## src/rtl/alu_seq_pkg.sv

```systemverilog
// alu_seq shared types.
// Opcodes, FSM states and the flag bundle.
package alu_seq_pkg;

  typedef enum logic [3:0] {
    OP_ADD = 4'd0,
    OP_SUB = 4'd1,
    OP_AND = 4'd2,
    OP_OR  = 4'd3,
    OP_XOR = 4'd4,
    OP_NOT = 4'd5,
    OP_SHL = 4'd6,
    OP_SHR = 4'd7,
    OP_ASR = 4'd8,
    OP_MUL = 4'd9
  } op_e;

  typedef enum logic [1:0] {
    ST_IDLE = 2'd0,
    ST_BUSY = 2'd1,
    ST_DONE = 2'd2
  } state_e;

  typedef struct packed {
    logic z;
    logic n;
    logic c;
    logic v;
    logic e;
  } flags_t;

endpackage

```

## src/rtl/alu_seq_if.sv

```systemverilog
// alu_seq operand/result handshake bundle.
// master = issue/writeback side, slave = ALU.
interface alu_seq_if #(
  parameter int WIDTH = 8
);
  logic             in_valid;
  logic             in_ready;
  logic [WIDTH-1:0] a;
  logic [WIDTH-1:0] b;
  logic [3:0]       op;
  logic             out_valid;
  logic             out_ready;
  logic [WIDTH-1:0] r;
  logic             zf;
  logic             nf;
  logic             cf;
  logic             vf;
  logic             ef;

  modport master (
    output in_valid, a, b, op, out_ready,
    input  in_ready, out_valid, r,
    input  zf, nf, cf, vf, ef
  );

  modport slave (
    input  in_valid, a, b, op, out_ready,
    output in_ready, out_valid, r,
    output zf, nf, cf, vf, ef
  );
endinterface

```

## src/rtl/alu_seq_iter.sv

```systemverilog
// alu_seq iterative engine: shifts and
// shift-add multiply, one step per cycle.
module alu_seq_iter
  import alu_seq_pkg::*;
#(
  parameter int WIDTH = 8,
  localparam int SHW = $clog2(WIDTH)
) (
  input  logic             clk,
  input  logic             rst,
  input  logic             i_start,
  input  op_e              i_op,
  input  logic [WIDTH-1:0] i_a,
  input  logic [WIDTH-1:0] i_b,
  output logic             o_done,
  output logic [WIDTH-1:0] o_result,
  output logic             o_carry
);

  localparam int W2 = 2 * WIDTH;

  logic [W2-1:0]    r_acc;
  logic [W2-1:0]    r_mcd;
  logic [WIDTH-1:0] r_mpr;
  logic [SHW-1:0]   r_cnt;
  logic             r_last;
  logic             r_run;
  op_e              r_op;

  op_e              w_op;
  logic [W2-1:0]    w_acc;
  logic [W2-1:0]    w_mcd;
  logic [WIDTH-1:0] w_mpr;
  logic [W2-1:0]    w_nacc;
  logic [W2-1:0]    w_nmcd;
  logic [WIDTH-1:0] w_nmpr;
  logic             w_nlast;

  // One step; the first step is folded
  // into the load so BUSY runs n-1 more.
  always_comb begin
    w_op    = r_op;
    w_acc   = r_acc;
    w_mcd   = r_mcd;
    w_mpr   = r_mpr;
    if (i_start) begin
      w_op  = i_op;
      w_mcd = {{WIDTH{1'b0}}, i_a};
      w_mpr = i_b;
      if (i_op == OP_MUL)
        w_acc = '0;
      else
        w_acc = {{WIDTH{1'b0}}, i_a};
    end
    w_nacc  = w_acc;
    w_nmcd  = w_mcd;
    w_nmpr  = w_mpr;
    w_nlast = r_last;
    case (w_op)
      OP_SHL: begin
        w_nacc  = {{WIDTH{1'b0}},
                   w_acc[WIDTH-2:0], 1'b0};
        w_nlast = w_acc[WIDTH-1];
      end
      OP_SHR: begin
        w_nacc  = {{WIDTH{1'b0}},
                   1'b0, w_acc[WIDTH-1:1]};
        w_nlast = w_acc[0];
      end
      OP_ASR: begin
        w_nacc  = {{WIDTH{1'b0}},
                   w_acc[WIDTH-1],
                   w_acc[WIDTH-1:1]};
        w_nlast = w_acc[0];
      end
      OP_MUL: begin
        w_nacc = w_mpr[0] ? (w_acc + w_mcd)
                          : w_acc;
        w_nmcd = w_mcd << 1;
        w_nmpr = w_mpr >> 1;
      end
      default: ;
    endcase
  end

  // Datapath registers and step counter.
  always_ff @(posedge clk or posedge rst) begin
    if (rst) begin
      r_acc  <= '0;
      r_mcd  <= '0;
      r_mpr  <= '0;
      r_cnt  <= '0;
      r_last <= 1'b0;
      r_run  <= 1'b0;
      r_op   <= OP_ADD;
    end else if (i_start) begin
      r_acc  <= w_nacc;
      r_mcd  <= w_nmcd;
      r_mpr  <= w_nmpr;
      r_last <= w_nlast;
      r_op   <= i_op;
      r_run  <= 1'b1;
      if (i_op == OP_MUL)
        r_cnt <= SHW'(WIDTH - 1);
      else
        r_cnt <= i_b[SHW-1:0] - SHW'(1);
    end else if (r_run) begin
      if (r_cnt != '0) begin
        r_acc  <= w_nacc;
        r_mcd  <= w_nmcd;
        r_mpr  <= w_nmpr;
        r_last <= w_nlast;
        r_cnt  <= r_cnt - SHW'(1);
      end else begin
        r_run  <= 1'b0;
      end
    end
  end

  assign o_done   = r_run && (r_cnt == '0);
  assign o_result = r_acc[WIDTH-1:0];
  assign o_carry  = (r_op == OP_MUL)
                  ? (|r_acc[W2-1:WIDTH])
                  : r_last;

endmodule

```

## src/rtl/alu_seq.sv

```systemverilog
// alu_seq top: FSM, single-cycle ops,
// flag generation and output registers.
module alu_seq
  import alu_seq_pkg::*;
#(
  parameter int WIDTH = 8
) (
  input logic clk,
  input logic rst,
  alu_seq_if.slave bus
);

  localparam int SHW = $clog2(WIDTH);

  state_e           r_state;
  state_e           w_next;
  logic [WIDTH-1:0] r_res;
  flags_t           r_flags;

  op_e              w_op;
  logic             w_accept;
  logic             w_shift;
  logic             w_multi;
  logic             w_start;
  logic             w_eng_done;
  logic             w_eng_c;
  logic [WIDTH-1:0] w_eng_r;
  logic [WIDTH-1:0] w_sc_r;
  flags_t           w_sc_f;
  flags_t           w_eng_f;
  logic [WIDTH:0]   w_add;
  logic [WIDTH:0]   w_sub;

  assign w_op     = op_e'(bus.op);
  assign bus.in_ready  = (r_state == ST_IDLE);
  assign bus.out_valid = (r_state == ST_DONE);
  assign w_accept = bus.in_valid && bus.in_ready;
  assign w_shift  = (w_op == OP_SHL) ||
                    (w_op == OP_SHR) ||
                    (w_op == OP_ASR);
  assign w_multi  = (w_op == OP_MUL) ||
                    (w_shift &&
                     (|bus.b[SHW-1:0]));
  assign w_add = {1'b0, bus.a}
               + {1'b0, bus.b};
  assign w_sub = {1'b0, bus.a}
               - {1'b0, bus.b};

  alu_seq_iter #(.WIDTH(WIDTH)) u_iter (
    .clk      (clk),
    .rst      (rst),
    .i_start  (w_start),
    .i_op     (w_op),
    .i_a      (bus.a),
    .i_b      (bus.b),
    .o_done   (w_eng_done),
    .o_result (w_eng_r),
    .o_carry  (w_eng_c)
  );

  // Single-cycle result and flags.
  always_comb begin
    w_sc_r = '0;
    w_sc_f = '0;
    case (w_op)
      OP_ADD: begin
        w_sc_r   = w_add[WIDTH-1:0];
        w_sc_f.c = w_add[WIDTH];
        w_sc_f.v =
          (bus.a[WIDTH-1] == bus.b[WIDTH-1]) &&
          (w_add[WIDTH-1] != bus.a[WIDTH-1]);
      end
      OP_SUB: begin
        w_sc_r   = w_sub[WIDTH-1:0];
        w_sc_f.c = w_sub[WIDTH];
        w_sc_f.v =
          (bus.a[WIDTH-1] != bus.b[WIDTH-1]) &&
          (w_sub[WIDTH-1] != bus.a[WIDTH-1]);
      end
      OP_AND: w_sc_r = bus.a & bus.b;
      OP_OR:  w_sc_r = bus.a | bus.b;
      OP_XOR: w_sc_r = bus.a ^ bus.b;
      OP_NOT: w_sc_r = ~bus.a;
      OP_SHL, OP_SHR, OP_ASR:
        w_sc_r = bus.a;
      OP_MUL: w_sc_r = '0;
      default: w_sc_f.e = 1'b1;
    endcase
    w_sc_f.z = (w_sc_r == '0);
    w_sc_f.n = w_sc_r[WIDTH-1];
  end

  // Flags for an iterative result.
  always_comb begin
    w_eng_f   = '0;
    w_eng_f.z = (w_eng_r == '0);
    w_eng_f.n = w_eng_r[WIDTH-1];
    w_eng_f.c = w_eng_c;
  end

  // FSM state register.
  always_ff @(posedge clk or posedge rst) begin
    if (rst) r_state <= ST_IDLE;
    else     r_state <= w_next;
  end

  // Next state and engine launch.
  always_comb begin
    w_next  = r_state;
    w_start = 1'b0;
    case (r_state)
      ST_IDLE: begin
        if (w_accept) begin
          if (w_multi) begin
            w_next  = ST_BUSY;
            w_start = 1'b1;
          end else begin
            w_next  = ST_DONE;
          end
        end
      end
      ST_BUSY:
        if (w_eng_done) w_next = ST_DONE;
      ST_DONE:
        if (bus.out_ready) w_next = ST_IDLE;
      default: w_next = ST_IDLE;
    endcase
  end

  // Result registers, loaded on entry to DONE.
  always_ff @(posedge clk or posedge rst) begin
    if (rst) begin
      r_res   <= '0;
      r_flags <= '0;
    end else if (r_state == ST_IDLE &&
                 w_accept && !w_multi) begin
      r_res   <= w_sc_r;
      r_flags <= w_sc_f;
    end else if (r_state == ST_BUSY &&
                 w_eng_done) begin
      r_res   <= w_eng_r;
      r_flags <= w_eng_f;
    end
  end

  assign bus.r  = r_res;
  assign bus.zf = r_flags.z;
  assign bus.nf = r_flags.n;
  assign bus.cf = r_flags.c;
  assign bus.vf = r_flags.v;
  assign bus.ef = r_flags.e;

endmodule

```

## src/flat_wrapper.sv

```systemverilog
// flat-port wrapper written by rule: the top's interface ports become plain ports
module alu_seq_flat import alu_seq_pkg::*;
#(
  parameter int WIDTH = 8
)
  (clk, rst, bus_in_valid, bus_a, bus_b, bus_op, bus_out_ready, bus_in_ready, bus_out_valid, bus_r, bus_zf, bus_nf, bus_cf, bus_vf, bus_ef);
  alu_seq_if #(.WIDTH(WIDTH)) bus_i ();
  input logic clk;
  input logic rst;
  input wire logic [$bits(bus_i.in_valid)-1:0] bus_in_valid;
  input wire logic [$bits(bus_i.a)-1:0] bus_a;
  input wire logic [$bits(bus_i.b)-1:0] bus_b;
  input wire logic [$bits(bus_i.op)-1:0] bus_op;
  input wire logic [$bits(bus_i.out_ready)-1:0] bus_out_ready;
  output wire logic [$bits(bus_i.in_ready)-1:0] bus_in_ready;
  output wire logic [$bits(bus_i.out_valid)-1:0] bus_out_valid;
  output wire logic [$bits(bus_i.r)-1:0] bus_r;
  output wire logic [$bits(bus_i.zf)-1:0] bus_zf;
  output wire logic [$bits(bus_i.nf)-1:0] bus_nf;
  output wire logic [$bits(bus_i.cf)-1:0] bus_cf;
  output wire logic [$bits(bus_i.vf)-1:0] bus_vf;
  output wire logic [$bits(bus_i.ef)-1:0] bus_ef;
  assign bus_i.in_valid = bus_in_valid;
  assign bus_i.a = bus_a;
  assign bus_i.b = bus_b;
  assign bus_i.op = bus_op;
  assign bus_i.out_ready = bus_out_ready;
  assign bus_in_ready = bus_i.in_ready;
  assign bus_out_valid = bus_i.out_valid;
  assign bus_r = bus_i.r;
  assign bus_zf = bus_i.zf;
  assign bus_nf = bus_i.nf;
  assign bus_cf = bus_i.cf;
  assign bus_vf = bus_i.vf;
  assign bus_ef = bus_i.ef;
  alu_seq #(.WIDTH(WIDTH)) u_core (.clk(clk), .rst(rst), .bus(bus_i));
endmodule
```

## config.mk

```make
export PLATFORM = sky130hd
export DESIGN_NAME = alu_seq_flat
export DESIGN_NICKNAME = d
export VERILOG_FILES = /design/src/rtl/alu_seq_pkg.sv /design/src/rtl/alu_seq_if.sv /design/src/rtl/alu_seq_iter.sv /design/src/rtl/alu_seq.sv /design/src/flat_wrapper.sv
export SDC_FILE = /design/constraint.sdc
export NUM_CORES = 1
export LEC_CHECK = 0
export BUFFER_PORTS_ARGS = -buffer_cell sky130_fd_sc_hd__buf_2
export CAP_MARGIN = 20
export CORE_MARGIN = 3
export CORE_UTILIZATION = 30
export CTS_BUF_LIST = sky130_fd_sc_hd__clkbuf_8
export DETAILED_ROUTE_END_ITERATION = 8
export PLACE_DENSITY = 0.51
export SLEW_MARGIN = 30
export SYNTH_ARGS = -nofsm -noshare
export SYNTH_HDL_FRONTEND = slang
export SYNTH_HIERARCHICAL = 1
export SYNTH_SLANG_ARGS = --single-unit
```

## constraint.sdc

```tcl
create_clock -name clk -period 12.1 [get_ports clk]
set_input_delay 1.815 -clock clk [delete_from_list [all_inputs] [get_ports clk]]
set_output_delay 1.815 -clock clk [all_outputs]
set_load 0.05 [all_outputs]
```

* After elaboration in Yosys (flattened, before gate mapping)
Cells that the tools add are included.
Word-level totals: output and inout port bits 15, register bits 64
Cells by class: multiplexer cells 45, reductions and logical operators 28, equality and inequality tests 23, add/subtract/negate cells 5, bitwise gates (word level) 4
Operators by type and width (number):
- $mux W16 | 10
- $mux W8 | 8
- $pmux W16 S4 | 1
- $pmux W8 S7 | 1
- $eq A4 B3 Y1 const B | 6
- $eq A4 B4 Y1 const B | 5
- $add A16 B16 Y16 | 1
- $logic_not A8 Y1 | 2
- $mux W3 | 4
- $mux W1 | 11
- $mux W5 | 2
- $reduce_or A10 Y1 | 1
- $add A8 B8 Y9 | 1
- $sub A8 B8 Y9 | 1
- $and A8 B8 Y8 | 1
- $eq A4 B2 Y1 const B | 2
- $logic_and A1 B1 Y1 | 8
- $mux W2 | 4
- $not A8 Y8 | 1
- $or A8 B8 Y8 | 1
- $reduce_or A8 Y1 | 1
- $xor A8 B8 Y8 | 1
- $pmux W2 S3 | 1
- $reduce_bool A2 Y1 | 3
- 21 further kinds | 28

* Depth between registers and ports, before layout
Gate-level depths: netlist of run 1.
word-level depth 15, gate-level depth with buffers 24

* Hierarchy
The synthesis of run 1 kept the hierarchy.
By module, submodules not included:
- alu_seq_iter | cells each 467, area each 3844.9 µm², times used 1
- alu_seq | cells each 281, area each 2135.8 µm², times used 1

* Least setup slack after synthesis of run 1
No wires, ideal clock.
path type input port to flip-flop, from input bus_op[2], to register u_core.u_iter.r_acc[14], stages on the path 22, arrival 6.084 ns, slack 5.894 ns, setup time 0.122 ns, cells stage by stage buf_2 > nor2b_1 > buf_2 > o311a_1 > a31oi_4 > nor2_1 > buf_6 > buf_2 > buf_2 > buf_2 > buf_2 > buf_1 > o21ai_0 > ha_1 > ha_1 > a221o_1 > o311ai_2 > a211oi_1 > o21ba_1 > o21a_1 > or3_1 > a32o_1
On the way: cells in the longest elaborated chain, start to end 15
Ends and longest elaborated chain:
- start, declared | RTL line flat_wrapper.sv:13 | input wire logic [$bits(bus_i.op)-1:0] bus_op;
- $eq A4 B3 Y1, on equally long branches | RTL line alu_seq.sv:38, alu_seq.sv:39
- $logic_or A1 B1 Y1 | RTL line alu_seq.sv:38 | assign w_shift = (w_op == OP_SHL) ||
- $logic_or A1 B1 Y1 | RTL line alu_seq.sv:39 | (w_op == OP_SHR) ||
- $logic_and A1 B1 Y1 | RTL line alu_seq.sv:42 | (w_shift &&
- $logic_or A1 B1 Y1 * | RTL line alu_seq.sv:41 | assign w_multi = (w_op == OP_MUL) ||
- $mux W1 * | RTL line alu_seq.sv:114 | if (w_multi) begin
- $mux W1 * | RTL line alu_seq.sv:113 | if (w_accept) begin
- $mux W1 * | RTL line alu_seq.sv:111 | case (r_state)
- via u_core.w_start | RTL line alu_seq.sv:24 | logic w_start;
- $mux W16 | RTL line alu_seq_iter.sv:46 | if (i_start) begin
- $add A16 B16 Y16 | RTL line alu_seq_iter.sv:77 | w_nacc = w_mpr[0] ? (w_acc + w_mcd)
- $mux W16 | RTL line alu_seq_iter.sv:77
- $pmux W16 S4 | RTL line alu_seq_iter.sv:59 | case (w_op)
- $mux W16 | RTL line alu_seq_iter.sv:108 | if (r_cnt != '0) begin
- $mux W16 | RTL line alu_seq_iter.sv:107 | end else if (r_run) begin
- $mux W16 | RTL line alu_seq_iter.sv:96 | end else if (i_start) begin
- end signal, assigned | RTL line alu_seq_iter.sv:97 | r_acc <= w_nacc;
- end signal, assigned | RTL line alu_seq_iter.sv:109 | r_acc <= w_nacc;
- end, declared | RTL line alu_seq_iter.sv:22 | logic [W2-1:0] r_acc;
The timed path passes the listed nets; every way through them passes the cells marked *. The select of a mux whose other input is x is not followed. A chain may end at the register's enable or synchronous reset.

* Worst setup path after layout of run 1
Same ends and word-level chain as after synthesis.

==> results.ini, run 1 <==
[outcome]
outcome = complete, no violations

[finish]
regArea_mm2 = 0.00158
syn2layout_area_growth_pct = 8.54
post-route-util_pct = 33.2
diodes = 0
drive_above_1_share_pct = 12.7
nNetsFinal = 821
nFillCells = 2084
multi_input_area_mm2 = 0.00396
finalNonFillerCells = 1027

[timing]
finalCriticalPeriod_ns = 6.59
fin_tns_setup_ns = 0
slew_headroom_pct = 38.6
setup_violations = 0
rsz0062_at_grt = no
period_share_pct = 54.5
hold_viol_final = 0
tightest_slew_ns = 0.918
max_freq_mhz = 152
skew_ns = 0.0134
final-max-slew-violation-count = 0
hold_ws_ns = 0.488

[floorplan]
core_mm2 = 0.0195
fp-row-count = 51
die_width_um = 147
initial_core_util_pct = 30.6
pin_count = 39
die-area_mm2 = 0.0217
die_h_um = 147

[synth]
synth_edf_count = 0
synth.area.top_cells = dfrtp_1 (26%), ha_1 (7.9%), a21oi_1 (6.0%), nor2_1 (4.7%), o21ai_0 (4.3%)
synth_area_mm2 = 0.00598
yosysTopAreaCell = dfrtp_1
syn_nets = 812
yosys_most_used_dff = dfrtp_1
ys_seq_elements = 63
synth_top_area_share_pct = 26.4
synth_cell_types = 87
avgSynthCellArea_um2 = 8.00
async_flop_share_pct = 100
syn_inst = 748
ys_warn_count = 6
ys_seq_area_share_pct = 26.4

[power_and_ir_drop]
leakage_nw = 2.85
ir_drop_mv = 0.0578
finalPower_mw = 1.34
power.density_mw_per_mm2 = 206

[setup_path]
worstPathMaxFanout = 55
reg2regPathDepth = 16
arrival_ns = 6.84
r2r_end = u_core/u_iter/r_acc[14]
cp_cell_sequence = buf_2 -> nor2b_1 -> o311a_1 -> a31oi_4 -> nor2_4 -> buf_4 -> inv_2 -> a21oi_1 -> inv_1 -> ha_1 -> ha_1 -> a221o_1 -> o311ai_2 -> a211oi_1 -> o21ba_1 -> o21a_1 -> or3_1 -> a32o_1
start_kind = input port
crit_type = in -> reg
crit_top_cell = ha_1
worst_ep_required_time_ns = 12.35
rrSetupSlack_ns = 7.11
slowest_delay_ns = 0.58
cp-end-kind = flip-flop
critPathSlowestCell = buf_4
timing.rr.start = u_core/r_state[1]

[detailed_routing]
drc = 0
vias_per_cell = 5.41
wl_um = 18400
drtPass1Iterations = 5
dr.first_iter.drc_count = 471
ant_nets = 0
wl_per_cell_um = 17.9
vias = 5551

[place]
dp.cells = 1011
hpwl_um = 13700
portBuffers = 38
routabilityCongestion = 0.884

[global_routing]
grt_pass1_vias = 5330
grt_max_degree = 56
grt_util_all_layers_pct = 17.2
grt_pass1_wl_um = 29700
antenna_found_initial = 1
overflow = 0

[clock_tree]
clock_latency_ns = 0.37
clockRootBuffer = clkbuf_8
clk_path_buf_depth = 2
postCtsHoldBufs = 0
cts.clk_slew.worst_paths_ns = 0.07
cts_max_level = 3
clock-sinks = 63
cts-buffers-inserted = 9
cts.repair.resized = 0
postCtsSetupBuffers = 0
cts_tree = done

[run]
max_cap_viol_count = 0

[min_path]
hp-start = u_core/u_iter/r_mpr[6]
hp-class = reg -> reg
whs_endpoint = u_core/u_iter/r_mpr[6]
hold_path_depth = 2

==> area by class of cell <==
type,instances,share of cell area (%)
Tap cell,265,5.11
Clock buffer,10,2.12
Multi-Input combinational cell,587,61.0
Sequential cell,63,24.3
Inverter,52,3.01
Timing Repair Buffer,44,3.62
Clock inverter,6,0.810
==> cells in the final DEF, fill, tap and decap left out, types with 8 or more instances in the layout <==
master	instances
o22ai_1	9
nand2_1	68
a22oi_1	10
o21ai_0	51
nor2_1	74
inv_1	51
buf_2	38
dfrtp_1	63
clkbuf_8	10
xnor2_1	20
nor2b_1	23
a31oi_1	14
ha_1	38
mux2i_1	17
mux2_2	14
nor3_1	16
nand3_1	11
nand2b_1	8
a21oi_1	72
==> state kept, by name, indices dropped and copies added, names as in the netlist <==
register              cells
u_core/u_iter/r_cnt       3
u_core/u_iter/r_run       1
u_core/u_iter/r_mcd      16
u_core/u_iter/r_acc      16
u_core/bus.zf             1
u_core/u_iter/r_last      1
u_core/bus.ef             1
u_core/bus.cf             1
u_core/u_iter/r_mpr       8
u_core/bus.r              8
u_core/bus.vf             1
u_core/r_state            2
u_core/u_iter/r_op        4
==> power breakdown <==
part	internal (mW)	switching (mW)
clock	0.0982	0.0878
combinational	0.287	0.509
sequential	0.283	0.0700
total	0.668	0.667
==> cells in the mapped netlist, drive strengths merged (16+ instances only) <==
| master | instances |
|---|---|
| inv | 51 |
| dfrtp | 63 |
| a21oi | 73 |
| o21ai | 53 |
| xnor2 | 20 |
| mux2 | 16 |
| nor2b | 23 |
| nand2 | 68 |
| ha | 38 |
| mux2i | 17 |
| nor3 | 17 |
| nor2 | 77 |
| buf | 31 |
==> layer usage <==
layer | global-route usage (%) | vias up | routed length (um)
li1 | - | 2722 | -
met2 | 27.5 | 141 | 8480
met4 | 5.03 | 2 | 405
met5 | 0 | - | 13
met3 | 3.30 | 26 | 841
met1 | 23.7 | 2660 | 8690
==> how the worst max path moves through the flow <==
stage,startpoint,to,slack [ns],cells past startpoint
after floorplan,bus_op[2],u_core/u_iter/r_acc[14],5.89,22
after global placement,bus_op[2],u_core/u_iter/r_acc[14],5.32,18
after detailed placement,bus_op[2],u_core/u_iter/r_acc[12],5.21,18
after CTS,bus_op[2],u_core/u_iter/r_acc[14],5.59,18
after global routing,bus_op[2],u_core/u_iter/r_acc[14],5.07,18
final,bus_op[2],u_core/u_iter/r_acc[14],5.51,18
==> cells by family (layout without fill, tap and decap cells) <==
| group | count (synthesis) | count (layout) | synth area share [%] |
|---|---|---|---|
| adder cells (fa/ha/maj) | 41 | 41 | 8.79 |
| multiplexers | 33 | 33 | 5.98 |
| XOR/XNOR | 26 | 26 | 3.81 |
| flip-flops | 63 | 63 | 26.4 |
| buffers and inverters | 98 | 112 | 7.70 |
| AO/OA/AOI/OAI | 241 | 241 | 27.2 |
| AND/OR/NAND/NOR | 246 | 246 | 20.1 |
==> metrics by stage <==
step	cell area [um^2]	setup slack (ns)
6_report	6490	5.51
5_1_grt	6490	5.07
4_1_cts	6480	5.59
3_5_place_dp	6290	5.21
3_3_place_gp	6290	5.32
2_1_floorplan	5980	5.89
==> worst max-delay path: cells and delay by family <==
family                   cells  cell delay, ns
adder cells (fa/ha/maj)      2            0.41
AO/OA/AOI/OAI                9            2.19
AND/OR/NAND/NOR              3            1.18
buffers and inverters        4            1.23
No activity file was read; power rests on OpenSTA's default activity.
==> run 2: changes to the inputs <==
--- a/config.mk
+++ b/config.mk
@@ -11,7 +11,7 @@
 export CORE_UTILIZATION = 30
 export CTS_BUF_LIST = sky130_fd_sc_hd__clkbuf_8
 export DETAILED_ROUTE_END_ITERATION = 8
-export PLACE_DENSITY = 0.51
+export PLACE_DENSITY = 0.53
 export SLEW_MARGIN = 30
 export SYNTH_ARGS = -nofsm -noshare
 export SYNTH_HDL_FRONTEND = slang
==> constraint.sdc (replaced) <==
create_clock -name clk -period 5.85 [get_ports clk]
set_input_delay 0.8775 -clock clk [delete_from_list [all_inputs] [get_ports clk]]
set_output_delay 0.8775 -clock clk [all_outputs]
set_load 0.05 [all_outputs]
==> results.ini, run 2 (synthesis results as in run 1) <==
[setup_path]
rrSetupSlack_ns = 1.91
critPathSlowestCell = buf_2
cp_cell_sequence = buf_2 -> clkinv_1 -> nand4_1 -> a31oi_4 -> nor2_4 -> inv_2 -> a21oi_1 -> inv_1 -> ha_1 -> ha_1 -> a221o_1 -> o311ai_2 -> a211oi_1 -> o21ba_1 -> o21a_1 -> or3_1 -> a32o_1
timing.rr.start = u_core/r_state[1]
path_depth = 17
arrival_ns = 4.94
worstPathMaxFanout = 28
crit_top_cell = ha_1
crit_buf_inv = 4
worst_ep_required_time_ns = 6.10
endpoint = u_core/u_iter/r_acc[14]
reg2regPathDepth = 15
r2r_end = u_core/u_iter/r_acc[14]
cp-end-kind = flip-flop
cp-startpoint = bus_op[0]
slowest_delay_ns = 0.41
start_kind = input port
crit_type = in -> reg
path_delay_family = compound AO/OA/AOI/OAI gates

[timing]
finalCriticalPeriod_ns = 4.68
tightest_slew_ns = 0.855
skew_ns = 0.0115
slew_headroom_pct = 42.5
setup_violations = 0
max_freq_mhz = 214
final-max-slew-violation-count = 0
fin_tns_setup_ns = 0
rsz0062_at_grt = no
period_share_pct = 80.1
hold_viol_final = 0
worst_slack_ns = 1.17

[finish]
post-route-util_pct = 33.3
syn2layout_area_growth_pct = 8.83
nNetsFinal = 827
final_cell_mix = nor2_1 (74), a21oi_1 (72), nand2_1 (68)
final_common_cell = nor2_1
finalNonFillerCells = 1032
diodes = 0
drive_above_1_share_pct = 13.2
top_regs = u_core/u_iter/r_acc (16), u_core/u_iter/r_mcd (16)

[global_routing]
met2_usage_pct = 26.6
met1_usage_pct = 23.5
grt_pass1_vias = 5329
grt_busiest_layer = met2
grt_pass1_wl_um = 29400
grt_util_met3_pct = 3.05
grt_max_degree = 50
overflow = 0
grt_util_all_layers_pct = 17.0
antenna_found_initial = 1

[clock_tree]
postCtsSetupBuffers = 0
cts-buffers-inserted = 9
clock-sinks = 63
clockRootBuffer = clkbuf_8
postCtsHoldBufs = 0
cts.clk_slew.worst_paths_ns = 0.07
clock_latency_ns = 0.36
cts_tree = done
cts_max_level = 3
cts.repair.resized = 0
clk_path_buf_depth = 2

[power_and_ir_drop]
finalPower_mw = 2.75
power.density_mw_per_mm2 = 423
ir_drop_mv = 0.112
leakage_nw = 2.86

[min_path]
hp-class = reg -> reg
hp-start = u_core/u_iter/r_mpr[6]

[place]
portBuffers = 38
hpwl_um = 13800
routabilityCongestion = 0.895
pre_cts_ws_ns = 0.843
dp.cells = 1017

[floorplan]
initial_core_util_pct = 30.6
fp-row-count = 51
pin_count = 39
die_width_um = 147
die-area_mm2 = 0.0217
core_mm2 = 0.0195
die_h_um = 147

[outcome]
outcome = complete, no violations

[detailed_routing]
drtPass1Iterations = 6
vias = 5642
ant_nets = 0
wl_um = 18500
dr.first_iter.drc_count = 549
vias_per_cell = 5.47
drc = 0
wl_per_cell_um = 17.9

[run]
max_cap_viol_count = 0

## run 2: cell count changes in the layout (fill, tap and decap cells not counted), sizes merged
cell / change
bufinv: -1
inv: -1
clkbuf: +1
buf: +6
## run 2: area by class of cell
class	instances	area [um^2]
Clock buffer	11	151
Inverter	52	195
Fill cell	2097	13000
Timing Repair Buffer	50	280
Sequential cell	63	1580
Multi-Input combinational cell	587	3950
Clock inverter	4	22.5
Tap cell	265	332
## run 2: metrics by stage
stage               area, um^2  hold slack, ns
floorplan                 5980           0.446
global placement          6330           0.468
detailed placement        6330           0.473
CTS                       6510           0.489
global route              6510           0.514
finish                    6510           0.482
## run 2: how the worst min path moves through the flow
stage | end | slack, ns | cells past startpoint
4_1_cts | u_core/u_iter/r_mpr[6] | 0.49 | 2
5_1_grt | u_core/u_iter/r_mpr[7] | 0.51 | 1
6_report | u_core/u_iter/r_mpr[6] | 0.48 | 2
3_5_place_dp | u_core/u_iter/r_mpr[6] | 0.47 | 2
2_1_floorplan | u_core/u_iter/r_mpr[6] | 0.45 | 2
3_3_place_gp | u_core/u_iter/r_mpr[6] | 0.47 | 2
## run 2: metal layers
metal / part of all wire [%] / vias to the layer above
met5: 0.070 / -
met1: 46 / 2652
met2: 45 / 224
met3: 6.7 / 26
li1: - / 2738
met4: 2.1 / 2
## run 2: worst reg2reg max path, cell delays in order (launching register included)
cell and delay [ns]:
dfrtp_1 0.44, nor2_1 0.29, nand2_1 0.19, nor2_4 0.19, inv_2 0.13, a21oi_1 0.24, inv_1 0.10, ha_1 0.23
ha_1 0.19, a221o_1 0.30, o311ai_2 0.39, a211oi_1 0.16, o21ba_1 0.24, o21a_1 0.19, or3_1 0.30, a32o_1 0.25
## run 2: power breakdown
part           internal, mW  switching [mW]
logic                 0.604            1.07
registers             0.586           0.144
clock network         0.172           0.176
